$ cat src/rtl/hps_cfg_pkg.sv
// Shared types and constants for the HPS user-I/O config block and its
// strobe generator.
package hps_cfg_pkg;

  localparam int CFG_W = 16;

  localparam logic [7:0] DEF_WR_CMD = 8'h01;
  localparam logic [7:0] DEF_RD_CMD = 8'h02;

  typedef enum logic [1:0] {
    ST_IDLE = 2'd0,
    ST_WR   = 2'd1,
    ST_RD   = 2'd2,
    ST_SKIP = 2'd3
  } state_t;

endpackage

$ cat src/rtl/hps_io_strobe.sv
// Turns the HPS io_clk level into a single-cycle event and a registered
// acknowledge that downstream logic can hold off with io_wait.
module hps_io_strobe (
  input  logic clk_sys,
  input  logic reset_n,
  input  logic io_clk,
  input  logic io_wait,
  output logic strobe,
  output logic evt,
  output logic io_ack
);

  logic rack;
  logic strobe_d;

  assign strobe = io_clk & ~rack;
  assign evt    = strobe & ~strobe_d;

  // A fresh strobe is always captured; afterwards io_wait freezes the ack path.
  always_ff @(posedge clk_sys or negedge reset_n) begin
    if (!reset_n) begin
      rack     <= 1'b0;
      io_ack   <= 1'b0;
      strobe_d <= 1'b0;
    end else begin
      strobe_d <= strobe;
      if (!io_wait || strobe) begin
        rack   <= io_clk;
        io_ack <= rack;
      end
    end
  end

endmodule

$ cat src/rtl/hps_uio_cfg.sv
// Decodes HPS user-I/O command frames: multi-word writes are staged in a shadow
// bank and committed atomically at frame end; read frames stream cfg back.
// Handshake: each io_clk rising level is one word; io_ack follows two cycles
// later unless io_wait holds it, and io_dout is valid one cycle before io_ack.
module hps_uio_cfg
  import hps_cfg_pkg::*;
#(
  parameter int         NWORDS = 4,
  parameter logic [7:0] WR_CMD = DEF_WR_CMD,
  parameter logic [7:0] RD_CMD = DEF_RD_CMD
) (
  input  logic                     clk_sys,
  input  logic                     reset_n,
  input  logic                     io_uio,
  input  logic                     io_clk,
  input  logic [CFG_W-1:0]         io_din,
  input  logic                     io_wait,
  output logic                     io_ack,
  output logic [CFG_W-1:0]         io_dout,
  output logic [CFG_W*NWORDS-1:0]  cfg,
  output logic                     cfg_update,
  output logic                     cfg_ready,
  output state_t                   dbg_state
);

  localparam int             IW   = $clog2(NWORDS + 1);
  localparam logic [IW-1:0]  NW_I = IW'(NWORDS);

  logic             strobe;
  logic             evt;
  state_t           state, state_n;
  logic [IW-1:0]    idx, idx_n;
  logic             dirty, dirty_n;
  logic [CFG_W-1:0] dout_n;
  logic [CFG_W-1:0] rd_word;
  logic             shadow_we;
  logic             commit;
  logic [CFG_W-1:0] shadow [NWORDS];
  logic [CFG_W-1:0] cfg_q  [NWORDS];

  hps_io_strobe u_strobe (
    .clk_sys (clk_sys),
    .reset_n (reset_n),
    .io_clk  (io_clk),
    .io_wait (io_wait),
    .strobe  (strobe),
    .evt     (evt),
    .io_ack  (io_ack)
  );

  assign dbg_state = state;

  for (genvar g = 0; g < NWORDS; g++) begin : g_cfg
    assign cfg[g*CFG_W +: CFG_W] = cfg_q[g];
  end

  // Word following the current read index; zero past the end of the bank.
  always_comb begin
    rd_word = '0;
    for (int k = 0; k < NWORDS; k++) begin
      if (idx + 1'b1 == IW'(k)) rd_word = cfg_q[k];
    end
  end

  always_comb begin
    state_n   = state;
    idx_n     = idx;
    dirty_n   = dirty;
    dout_n    = io_dout;
    shadow_we = 1'b0;
    commit    = 1'b0;
    if (!io_uio) begin
      // Frame end outranks any strobe arriving in the same cycle.
      state_n = ST_IDLE;
      dout_n  = '0;
      commit  = (state == ST_WR) && dirty;
    end else if (evt) begin
      case (state)
        ST_IDLE: begin
          idx_n = '0;
          if (io_din[7:0] == WR_CMD) begin
            state_n = ST_WR;
            dirty_n = 1'b0;
          end else if (io_din[7:0] == RD_CMD) begin
            state_n = ST_RD;
            dout_n  = cfg_q[0];
          end else begin
            state_n = ST_SKIP;
          end
        end
        ST_WR: begin
          if (idx < NW_I) begin
            shadow_we = 1'b1;
            dirty_n   = 1'b1;
            idx_n     = idx + 1'b1;
          end
        end
        ST_RD: begin
          if (idx < NW_I) begin
            idx_n  = idx + 1'b1;
            dout_n = rd_word;
          end else begin
            dout_n = '0;
          end
        end
        default: ;
      endcase
    end
  end

  always_ff @(posedge clk_sys or negedge reset_n) begin
    if (!reset_n) begin
      state      <= ST_IDLE;
      idx        <= '0;
      dirty      <= 1'b0;
      io_dout    <= '0;
      cfg_update <= 1'b0;
      cfg_ready  <= 1'b0;
      for (int k = 0; k < NWORDS; k++) begin
        shadow[k] <= '0;
        cfg_q[k]  <= '0;
      end
    end else begin
      state      <= state_n;
      idx        <= idx_n;
      dirty      <= dirty_n;
      io_dout    <= dout_n;
      cfg_update <= commit;
      if (commit) begin
        cfg_ready <= 1'b1;
        for (int k = 0; k < NWORDS; k++) cfg_q[k] <= shadow[k];
      end
      for (int k = 0; k < NWORDS; k++) begin
        if (shadow_we && idx == IW'(k)) shadow[k] <= io_din;
      end
    end
  end

endmodule

$ cat config.mk
export PLATFORM = sky130hd
export DESIGN_NAME = hps_uio_cfg
export DESIGN_NICKNAME = d
export VERILOG_FILES = /design/src/rtl/hps_cfg_pkg.sv /design/src/rtl/hps_io_strobe.sv /design/src/rtl/hps_uio_cfg.sv
export SDC_FILE = /design/constraint.sdc
export NUM_CORES = 1
export LEC_CHECK = 0
export ABC_CLOCK_PERIOD_IN_PS = 5100
export CAP_MARGIN = 25
export CORE_MARGIN = 8
export CORE_UTILIZATION = 50
export DETAILED_ROUTE_END_ITERATION = 12
export PLACE_DENSITY = 0.73
export SYNTH_ARGS = -nofsm -noshare
export SYNTH_HDL_FRONTEND = slang
export SYNTH_HIERARCHICAL = 1
export SYNTH_SLANG_ARGS = --single-unit
$ cat constraint.sdc
create_clock -name clk_sys -period 5.1 [get_ports clk_sys]
set_clock_uncertainty 0.1 [all_clocks]
set_input_delay 1.275 -clock clk_sys [delete_from_list [all_inputs] [get_ports clk_sys]]
set_output_delay 1.275 -clock clk_sys [all_outputs]
set_load 0.01 [all_outputs]
==> metrics <==
TritonCTS clock tree built; CP Capture Type flip-flop; worst hold path type flip-flop to flip-flop; DP Wirelength 11440 µm; Post-Route WL 16600 µm; Worst Slack Setup Final 1762 ps; switching power 0.7103 mW; vias per inst 5.566; WP data arrival 3580 ps; TritonCTS buffer count 17; critical path's slowest cell or4b_1; first-pass GRT wire length 26540 µm; worst vdd ir 0.1970 mV; commonest non-fill, non-tap cell in the layout nand2_1; vias in the first global route 4794; H-tree depth 4; R2R depth 4; origin of the critical flop-to-flop path idx[1]$_DFFE_PN0P_; worst hold path depth 2; hold buffers post-CTS 0; Peak Freq 299.6 MHz; post-synthesis mux area share 11.26%; # rows 41; Starting Density 50.94%; First DRT Iteration DRCs 489; number of flops mapped to enable cells by yosys 0; post-CTS setup repair buffer count 0; hold path start shadow[24]$_DFFE_PN0P_; Synth top area share 60.58%; Seq cells post-synth 155; Main synth FF type dfrtp_1; Final period util 65.46%; Slew HR 39.55%; initial antenna violation count 0; Final Wtd Congestion 0.8887; register area share after synthesis 60.58%; Setup violations, final 0; pre-CTS WS 1354 ps; post-cts resize count 0; largest net degree at the start of global routing 102; Worst setup SP type input port; die height 129.2 µm; asr flop ratio synth 100.0%; leakage 4.046 nW; Area contributors post-synth dfrtp_1, nand2_1, mux2_2; Int Power 2.121 mW; R2R Setup Slk 2460 ps; post-route minimum period 3338 ps; Clk Latency, worst-skew pair 410 ps; DIE WIDTH 129.2 µm; Final Hold Viols 0; Mapped Area 6402 µm²; cell count after synthesis 570; IO Port Bufs 105; area grow syn2layout 27.44%; max cap viols 0; Buf+Inv Stages, Crit Path 1; CP Max Fanout 16; final net count 698; total gr overflow 0; share of layout cells above drive strength 1 16.03%; Worst Hold Endpoint cfg[40]$_DFFE_PN0P_; CP cell instances clkdlybuf4s50_1 > or4b_1 > o21ai_2 > nand2_1 > nor3_4 > a221o_1; synth unique cells 38; Post-Synth Adder-Cell Area 1.759%; status finished, final reports clean; CP peak stage delay 620 ps; synth warn 6; pwr dens 347.0 nW/µm²; Required @ worst endpoint 5350 ps; sequential share of power 46.0%; main combinational cell family by area after synthesis simple AND/OR/NAND/NOR gates; # DRC 0; Clock transition at path regs 60 ps; clock share of power 42.4%; max-slew violations 0; unrepaired setup endpoints after global routing no; I/O pin total 106; clock buffer depth 2; R2R Path End shadow[54]$_DFFE_PN0P_; post-route ant nets 0; diode count 0; critical path class input port to flip-flop; final setup TNS 0 ps; Global Route Usage Sum 20.69%; Core ar. 12570 µm²; clk sinks 155; most frequent cells in the layout nand2_1, dfrtp_1, clkdlybuf4s50_1; drt wl/cell 19.48 µm; syn nets 600; Post-Synth XOR/XNOR Area 0%; routed vias 4742; cell taking the most area after synthesis dfrtp_1; post-synthesis average cell area 11.23 µm²; DRT Pass-1 Iters 5; Simple-Gate Fraction of Synth Area 15.58%; die footprint 16680 µm²; worst-margin pin slew 906.7 ps; Gate power share 11.6%; CP delay by family, top simple AND/OR/NAND/NOR gates; sw frac 25.08%; area fraction in compound gates after synthesis 8.267%; root buf cell clkbuf_16
==> cells in the mapped netlist (2+ instances only) <==
cell type  count
clkbuf_1      17
or4_4          2
and3_1         2
nand3_1        2
ha_1           9
nor2b_1        4
inv_1          8
a211oi_1       2
a221o_1       16
mux2_2        64
nor3_1        17
o21ai_0        2
nand2_1      201
buf_1          7
dfrtp_1      155
nand2b_1       3
a22o_1         3
buf_2          5
o22ai_1       17
a221oi_1      16
==> per-layer routing <==
metal / part of all wire (%) / GRT usage, %
met2: 45 / 30.88
met1: 45 / 28.59
met5: 0 / 0
met3: 7.9 / 5.834
met4: 1.5 / 6.496
==> metrics by stage <==
| stage | total power, mW | cell area, µm² | utilization (%) | hold WS (ps) | instances |
|---|---|---|---|---|---|
| 4_1_cts | 2.839 | 8159 | 64.92 | 360.7 | 852 |
| 2_1_floorplan | 1.500 | 6402 | - | 333.1 | 570 |
| 5_1_grt | 2.936 | 8159 | 64.92 | 374.5 | 852 |
| 3_5_place_dp | 1.643 | 7591 | 60.40 | 349.9 | 821 |
| 6_report | 2.832 | 8159 | 64.92 | 361.9 | 852 |
| 3_3_place_gp | 1.631 | 7564 | 60.18 | 342.8 | 819 |
==> worst register-to-register path, stage by stage, from the launching register on <==
cell     delay, ps
dfrtp_1        440
inv_1          140
ha_1           660
nand2_1        700
mux2_2         490
==> power by group through the flow <==
stage               sequential [mW]  combinational [mW]  clock, mW
floorplan                      1.31               0.186          0
global placement               1.32               0.311          0
detailed placement             1.32               0.321          0
CTS                            1.30               0.323       1.21
global route                   1.31               0.355       1.28
finish                         1.30               0.330       1.20
==> worst max-delay path by stage <==
| stage | depth (start not counted) | start | slack [ps] | to |
|---|---|---|---|---|
| CTS | 6 | io_din[2] | 1770 | io_dout[1]$_DFFE_PN0P_ |
| finish | 6 | io_din[3] | 1760 | io_dout[1]$_DFFE_PN0P_ |
| global route | 6 | io_din[3] | 1660 | io_dout[1]$_DFFE_PN0P_ |
| global placement | 6 | io_din[2] | 1430 | io_dout[14]$_DFFE_PN0P_ |
| detailed placement | 6 | io_din[2] | 1350 | io_dout[1]$_DFFE_PN0P_ |
| floorplan | 4 | io_din[5] | 2220 | dirty$_DFFE_PN0P_ |
==> state kept, by name, indices dropped and copies added (netlist names) <==
register and cells:
cfg 64, cfg_ready 1, cfg_update 1, dbg_state 2, dirty 1, idx 3, io_dout 16, shadow 64
u_strobe/io_ack 1, u_strobe/rack 1, u_strobe/strobe_d 1
==> area by class of cell <==
cell class | instances | area [µm²]
fill | 994 | 4409
sequential | 155 | 3879
multi-input combinational | 376 | 2365
timing repair buffer | 110 | 1102
clock buffer | 26 | 509.2
tap | 172 | 215.2
clock inverter | 5 | 58.81
inverter | 8 | 30.03
==> kinds of logic (layout without fill, tap and decap cells) <==
kind of cell	count (synthesis)	count (layout)
flops	155	155
mux	64	64
simple gates	239	239
compound gates	64	64
fa+ha+maj	9	9
buf+inv	39	149
(Power assumes the default switching activity.)
